--- config.mk ---
export PLATFORM = sky130hd
export DESIGN_NAME = aes_ctr_sequencer_flat
export DESIGN_NICKNAME = d
export VERILOG_FILES = /design/src/rtl/aes_ctr_pkg.sv /design/src/rtl/aes_ctr_sequencer_if.sv /design/src/rtl/ctr_keystream_xor.sv /design/src/rtl/aes_ctr_sequencer.sv /design/src/flat_wrapper.sv
export SDC_FILE = /design/constraint.sdc
export NUM_CORES = 1
export LEC_CHECK = 0
export ABC_CLOCK_PERIOD_IN_PS = 4400
export CORE_AREA = 4 4 262 264
export DETAILED_ROUTE_END_ITERATION = 10
export DIE_AREA = 0 0 266 268
export GPL_ROUTABILITY_DRIVEN = 1
export GPL_TIMING_DRIVEN = 0
export PLACE_DENSITY = 0.61
export SYNTH_ARGS = -nofsm -noshare
export SYNTH_HDL_FRONTEND = slang
export SYNTH_SLANG_ARGS = --single-unit
--- constraint.sdc ---
create_clock -name clk -period 4.4 [get_ports clk]
set_clock_uncertainty 0.1 [all_clocks]
set_input_delay 0.66 -clock clk [delete_from_list [all_inputs] [get_ports clk]]
set_output_delay 0.66 -clock clk [all_outputs]
set_load 0.1 [all_outputs]
--- src/rtl/aes_ctr_pkg.sv ---
// Shared types, widths and helpers for the AES-CTR sequencer and its datapath.
package aes_ctr_pkg;

  localparam int BLK_W = 128;
  localparam int LEN_W = 16;

  typedef enum logic [2:0] {
    IDLE,
    ISSUE,
    WAIT_AES,
    WAIT_IN,
    EMIT,
    FINISH
  } state_t;

  // Keep-mask for the final block: bytes 0..last_bytes-1 kept, the rest cleared.
  // Byte 0 is the most significant byte. last_bytes==0 means a full block.
  function automatic logic [BLK_W-1:0] mask_last(input logic [3:0] last_bytes);
    logic [BLK_W-1:0] m;
    m = '1;
    for (int b = 0; b < BLK_W / 8; b++) begin
      if (last_bytes != 4'd0 && b >= int'(last_bytes)) begin
        m[BLK_W-1-8*b -: 8] = 8'h00;
      end
    end
    return m;
  endfunction

endpackage

--- src/rtl/aes_ctr_sequencer_if.sv ---
// Bundle of the message-control, plaintext, ciphertext and AES-core signals.
//
// Stream handshake: a transfer happens on a rising clk edge where valid and
// ready are both high. The source holds valid and data steady until that
// edge; ready may depend on state but never on valid of the same stream.
// Core handshake: aes_start is a one-cycle request, aes_block stays stable
// until the one-cycle aes_done pulse that carries aes_result.
interface aes_ctr_sequencer_if;
  import aes_ctr_pkg::*;

  logic             start;
  logic [BLK_W-1:0] iv;
  logic [LEN_W-1:0] num_blocks;
  logic [3:0]       last_bytes;
  logic             busy;
  logic             done;

  logic             in_valid;
  logic [BLK_W-1:0] in_data;
  logic             in_ready;

  logic             out_valid;
  logic [BLK_W-1:0] out_data;
  logic             out_last;
  logic             out_ready;

  logic             aes_start;
  logic [BLK_W-1:0] aes_block;
  logic             aes_done;
  logic [BLK_W-1:0] aes_result;

  // Sequencer side.
  modport master (
    input  start, iv, num_blocks, last_bytes,
    input  in_valid, in_data, out_ready,
    input  aes_done, aes_result,
    output busy, done, in_ready,
    output out_valid, out_data, out_last,
    output aes_start, aes_block
  );

  // Environment side: message buffer, downstream sink and AES core.
  modport slave (
    output start, iv, num_blocks, last_bytes,
    output in_valid, in_data, out_ready,
    output aes_done, aes_result,
    input  busy, done, in_ready,
    input  out_valid, out_data, out_last,
    input  aes_start, aes_block
  );

endinterface

--- src/rtl/ctr_keystream_xor.sv ---
// Combinational keystream XOR with final-block byte masking; shared with decrypt.
module ctr_keystream_xor
  import aes_ctr_pkg::*;
(
  input  logic [BLK_W-1:0] data,
  input  logic [BLK_W-1:0] ks,
  input  logic             last,
  input  logic [3:0]       last_bytes,
  output logic [BLK_W-1:0] result
);

  // Mask only applies to the final block of a message.
  always_comb begin
    result = data ^ ks;
    if (last) begin
      result = result & mask_last(last_bytes);
    end
  end

endmodule

--- src/rtl/aes_ctr_sequencer.sv ---
// Drives one external AES-256 core through a CTR-mode message, one block at a time.
module aes_ctr_sequencer
  import aes_ctr_pkg::*;
(
  input  logic                clk,
  input  logic                rst,
  aes_ctr_sequencer_if.master bus,
  output state_t              dbg_state
);

  state_t           state;
  state_t           state_nxt;
  logic [BLK_W-1:0] ctr;
  logic [BLK_W-1:0] ks;
  logic [BLK_W-1:0] out_data_r;
  logic [BLK_W-1:0] xor_out;
  logic [LEN_W-1:0] rem;
  logic [3:0]       lb;
  logic             busy_r;
  logic             out_valid_r;
  logic             out_last_r;
  logic             is_last;

  assign is_last   = (rem == LEN_W'(1));
  assign dbg_state = state;

  assign bus.busy      = busy_r;
  assign bus.out_valid = out_valid_r;
  assign bus.out_data  = out_data_r;
  assign bus.out_last  = out_last_r;
  // ctr only moves in IDLE and EMIT, so it is stable for the whole core request.
  assign bus.aes_block = ctr;

  ctr_keystream_xor u_xor (
    .data       (bus.in_data),
    .ks         (ks),
    .last       (is_last),
    .last_bytes (lb),
    .result     (xor_out)
  );

  // State register; reset aborts any message and drops back to IDLE.
  always_ff @(posedge clk) begin
    if (rst) begin
      state <= IDLE;
    end else begin
      state <= state_nxt;
    end
  end

  // Next-state and state-decoded strobes; in_ready depends on state only.
  always_comb begin
    state_nxt     = state;
    bus.aes_start = 1'b0;
    bus.in_ready  = 1'b0;
    bus.done      = 1'b0;
    case (state)
      IDLE: begin
        if (bus.start) begin
          state_nxt = (bus.num_blocks == '0) ? FINISH : ISSUE;
        end
      end
      ISSUE: begin
        bus.aes_start = 1'b1;
        state_nxt     = WAIT_AES;
      end
      WAIT_AES: begin
        if (bus.aes_done) begin
          state_nxt = WAIT_IN;
        end
      end
      WAIT_IN: begin
        bus.in_ready = 1'b1;
        if (bus.in_valid) begin
          state_nxt = EMIT;
        end
      end
      EMIT: begin
        if (bus.out_ready) begin
          state_nxt = is_last ? FINISH : ISSUE;
        end
      end
      FINISH: begin
        bus.done  = 1'b1;
        state_nxt = IDLE;
      end
      default: begin
        state_nxt = IDLE;
      end
    endcase
  end

  // Message registers: counter, remaining count, keystream and output holding stage.
  always_ff @(posedge clk) begin
    if (rst) begin
      ctr         <= '0;
      rem         <= '0;
      lb          <= '0;
      ks          <= '0;
      busy_r      <= 1'b0;
      out_valid_r <= 1'b0;
      out_data_r  <= '0;
      out_last_r  <= 1'b0;
    end else begin
      case (state)
        IDLE: begin
          if (bus.start) begin
            ctr    <= bus.iv;
            rem    <= bus.num_blocks;
            lb     <= bus.last_bytes;
            busy_r <= 1'b1;
          end
        end
        WAIT_AES: begin
          if (bus.aes_done) begin
            ks <= bus.aes_result;
          end
        end
        WAIT_IN: begin
          if (bus.in_valid) begin
            out_data_r  <= xor_out;
            out_valid_r <= 1'b1;
            out_last_r  <= is_last;
          end
        end
        EMIT: begin
          if (bus.out_ready) begin
            out_valid_r <= 1'b0;
            out_last_r  <= 1'b0;
            rem         <= rem - LEN_W'(1);
            if (!is_last) begin
              // Plain modular increment: all-ones wraps to zero.
              ctr <= ctr + BLK_W'(1);
            end
          end
        end
        FINISH: begin
          busy_r <= 1'b0;
        end
        default: begin
        end
      endcase
    end
  end

endmodule

--- src/flat_wrapper.sv ---
// flat-port wrapper written by rule: the top's interface ports become plain ports
module aes_ctr_sequencer_flat import aes_ctr_pkg::*;
  (clk, rst, dbg_state, bus_start, bus_iv, bus_num_blocks, bus_last_bytes, bus_in_valid, bus_in_data, bus_out_ready, bus_aes_done, bus_aes_result, bus_busy, bus_done, bus_in_ready, bus_out_valid, bus_out_data, bus_out_last, bus_aes_start, bus_aes_block);
  aes_ctr_sequencer_if bus_i ();
  input  logic clk;
  input  logic rst;
  output state_t dbg_state;
  input wire logic [$bits(bus_i.start)-1:0] bus_start;
  input wire logic [$bits(bus_i.iv)-1:0] bus_iv;
  input wire logic [$bits(bus_i.num_blocks)-1:0] bus_num_blocks;
  input wire logic [$bits(bus_i.last_bytes)-1:0] bus_last_bytes;
  input wire logic [$bits(bus_i.in_valid)-1:0] bus_in_valid;
  input wire logic [$bits(bus_i.in_data)-1:0] bus_in_data;
  input wire logic [$bits(bus_i.out_ready)-1:0] bus_out_ready;
  input wire logic [$bits(bus_i.aes_done)-1:0] bus_aes_done;
  input wire logic [$bits(bus_i.aes_result)-1:0] bus_aes_result;
  output wire logic [$bits(bus_i.busy)-1:0] bus_busy;
  output wire logic [$bits(bus_i.done)-1:0] bus_done;
  output wire logic [$bits(bus_i.in_ready)-1:0] bus_in_ready;
  output wire logic [$bits(bus_i.out_valid)-1:0] bus_out_valid;
  output wire logic [$bits(bus_i.out_data)-1:0] bus_out_data;
  output wire logic [$bits(bus_i.out_last)-1:0] bus_out_last;
  output wire logic [$bits(bus_i.aes_start)-1:0] bus_aes_start;
  output wire logic [$bits(bus_i.aes_block)-1:0] bus_aes_block;
  assign bus_i.start = bus_start;
  assign bus_i.iv = bus_iv;
  assign bus_i.num_blocks = bus_num_blocks;
  assign bus_i.last_bytes = bus_last_bytes;
  assign bus_i.in_valid = bus_in_valid;
  assign bus_i.in_data = bus_in_data;
  assign bus_i.out_ready = bus_out_ready;
  assign bus_i.aes_done = bus_aes_done;
  assign bus_i.aes_result = bus_aes_result;
  assign bus_busy = bus_i.busy;
  assign bus_done = bus_i.done;
  assign bus_in_ready = bus_i.in_ready;
  assign bus_out_valid = bus_i.out_valid;
  assign bus_out_data = bus_i.out_data;
  assign bus_out_last = bus_i.out_last;
  assign bus_aes_start = bus_i.aes_start;
  assign bus_aes_block = bus_i.aes_block;
  aes_ctr_sequencer u_core (.clk(clk), .rst(rst), .bus(bus_i), .dbg_state(dbg_state));
endmodule
==> reports/results.ini <==
[sta]
hold_viol = 0
setup_viol = 1
fmax_ghz = 0.225
relSlewSlack_pct = 9.38
tightest_slew_ns = 1.36
final_max_slew_viol_count = 0
period_share_pct = 101
timing.final.ws_setup_ns = -0.0449
rsz0062_at_grt = no
final.min_clock_period_ns = 4.44
fin_worst_hold_slack_ns = 0.365
setup_tns_ns = -0.0449

[setup_path]
slowest_stage = nand4_1
crit_top_cell = nand4_1
worst-r2r-cell-count = 9
rrSetupSlack_ns = -0.04
max_stage_delay_ns = 0.76
r2r-start = u_core.bus.aes_block[1]
crit_fanout = 7
end_kind = flop
startpoint = u_core.bus.aes_block[1]
cp.required_ns = 4.75
crit_chain = ha_1 > nand4_1 > nor3_2 > and3_1 > clkbuf_1 > nand4_1 > o311a_1 > a21oi_1 > a31oi_1
critPathKind = reg -> reg
reg2reg_to = u_core.bus.aes_block[116]
cp.arrival_ns = 4.80
start_kind = flop

[global_routing]
grt_util_met1_pct = 38.1
grt_max_degree = 14
grt_use_total_pct = 33.6
use_met3_pct = 11.5
grt_overflow_total = 0
grt_pass1_wl_um = 174000
grt_pass1_vias = 23786
antenna_found_initial = 19
grt-busiest-layer = met2
met2_usage_pct = 55.9

[final_layout]
fin_area_mm2 = 0.0301
final_common_cell = clkdlybuf4s50_1
final_net_count = 3829
drive_above_1_share_pct = 4.41
area_growth_pct = 46.5
mostFrequentLayoutCells = 673 x clkdlybuf4s50_1, 457 x nand2_1, 410 x dfxtp_1, 316 x nor2_1, 271 x a21oi_1
fin_cells = 4331

[outcome]
status = finished, violations left
violations = negative setup slack

[synth]
synth_edf_count = 0
synth.distinct_cells = 80
yosysWarningCount = 0
netlist_area_mm2 = 0.0205
synthFlopType = dfxtp_1
syn_inst = 2692
synth-async-reset-ratio_pct = 0
yosysSeqAreaShare_pct = 40.0
ys_ff_latch = 410
synth_fp_nets = 3105
avgSynthCellArea_um2 = 7.62

[drt]
drt-total-wl_um = 127000
drc_errors = 0
vias_per_cell = 5.70
drtIter0Drc = 2688
antenna_left = 0
first_pass_iters = 7
vias = 24683
wl_per_cell_um = 29.3

[floorplan]
core_mm2 = 0.0666
row_count = 95
dieArea_mm2 = 0.0713
die_y_um = 268
start_util_pct = 30.8
die_w_um = 266
num_io_pins = 675

[cts]
clk-insertion-delay-late_ns = 0.61
root_buffer = clkbuf_16
hold_buffers = 0
clkTransAtPathRegs_ns = 0.06
cts_made_buffers = 48
clkSinkCount = 410
cts_tree = yes
clock_path_buffers = 3
h-tree-depth = 2

[placed_design]
dpl.hpwl_um = 97400
placed_cells = 4239
io_buffer_count = 673
pre_cts_ws_ns = -0.299
gp_congestion = 1.06
place_area_mm2 = 0.0284

[hold_path]
hold_path_startpoint = u_core.ks[76]
holdPathEnd = u_core.ks[76]
min_path_cells = 2
hold_path.class = reg -> reg

[pwr]
p_per_area_mw_per_mm2 = 393
ir_worst_vdd_v = 0.000261
p_leak_nw = 10.4

[job]
drv_cap = 0

-- cell usage after synthesis (9+ instances only) --
library cell	instances	share of area, %
nand2_1	457	8.4
dfxtp_1	410	40
nor2_1	316	5.8
a21oi_1	271	6.6
a22oi_1	152	5.6
clkbuf_1	151	2.8
xor2_1	121	5.2
o21ai_0	100	2.4
nand3_1	82	2.0
nand4_1	77	2.3
nor3_1	68	1.7
nor4_1	53	1.6
a31oi_1	41	1.2
and3_1	39	1.2
or3_1	32	0.98
a211oi_1	23	0.84
inv_1	23	0.42
buf_2	20	0.49
o31ai_1	20	0.73
and4_1	18	0.77
o22ai_1	17	0.52
and2_1	15	0.46
a21o_1	13	0.48
or4_1	12	0.44
a22o_1	9	0.38
buf_6	9	0.49
xnor2_1	9	0.38
-- registers in the layout (all words and copies together) (netlist names) --
signal	cells
u_core.bus.aes_block	128
u_core.bus.out_data	128
u_core.bus.busy	1
u_core.bus.out_valid	1
u_core.dbg_state	3
u_core.rem	16
u_core.bus.out_last	1
u_core.lb	4
u_core.ks	128
-- where the power goes --
| group | internal (W) | switching, W | leakage [nW] |
|---|---|---|---|
| combinational | 0.000966 | 0.00223 | 6.28 |
| sequential | 0.00394 | 0.000360 | 3.33 |
| clock | 0.00256 | 0.00176 | 0.819 |
| total | 0.00747 | 0.00435 | 10.4 |
-- worst max-delay path, delay by kind of cell, from the launching register on --
| kind | cells | cell delay (ns) |
|---|---|---|
| AND/OR/NAND/NOR | 4 | 1.85 |
| adder cells (fa/ha/maj) | 1 | 0.36 |
| flip-flops | 1 | 0.72 |
| AO/OA/AOI/OAI | 3 | 0.80 |
| buffers and inverters | 1 | 0.44 |
-- cells by family after synthesis --
kind of cell | synth area share (%)
AND/OR/NAND/NOR | 27.5
AO/OA/AOI/OAI | 21.7
flip-flops | 40.0
buffers and inverters | 4.37
XOR/XNOR | 5.55
multiplexers | 0.671
adder cells (fa/ha/maj) | 0.183
-- through the flow --
step | power, W | util, %
5_1_grt | 0.0121 | 45.2
4_1_cts | 0.0118 | 45.1
2_1_floorplan | 0.00617 | -
6_report | 0.0118 | 45.2
3_3_place_gp | 0.00750 | 42.6
3_5_place_dp | 0.00751 | 42.6
-- worst max path at each step --
| stage | slack (ns) | depth (start not counted) | to |
|---|---|---|---|
| after floorplan | 0.49 | 9 | u_core.bus.out_data[31] |
| after global placement | -0.35 | 10 | u_core.bus.aes_block[89] |
| after detailed placement | -0.30 | 10 | u_core.bus.aes_block[89] |
| after CTS | 0.23 | 9 | u_core.bus.aes_block[116] |
| after global routing | 0.09 | 9 | u_core.bus.aes_block[116] |
| final | -0.04 | 9 | u_core.bus.aes_block[116] |
-- metal layers --
metal | vias up | share of wire (%)
met5 | - | 0.12
met4 | 20 | 6.3
met3 | 406 | 11
met2 | 1575 | 46
met1 | 11560 | 36
li1 | 11122 | -
-- cell type report --
type	instances	area [µm²]
diodes	8	20.0
plain buffers	188	807
clock buffers	66	1390
clock inverters	18	285
fillers	6838	36500
inverters	24	90.1
multi-input cells	2070	11400
flip-flops and latches	410	8210
well taps	873	1090
repair buffers	674	6740
-- timing repair --
item | in CTS | in global routing
resized for setup | 2 | 0
endpoints found under the setup margin | 3 | 0
buffers inserted | 0 | 0
(Power assumes the default switching activity.)
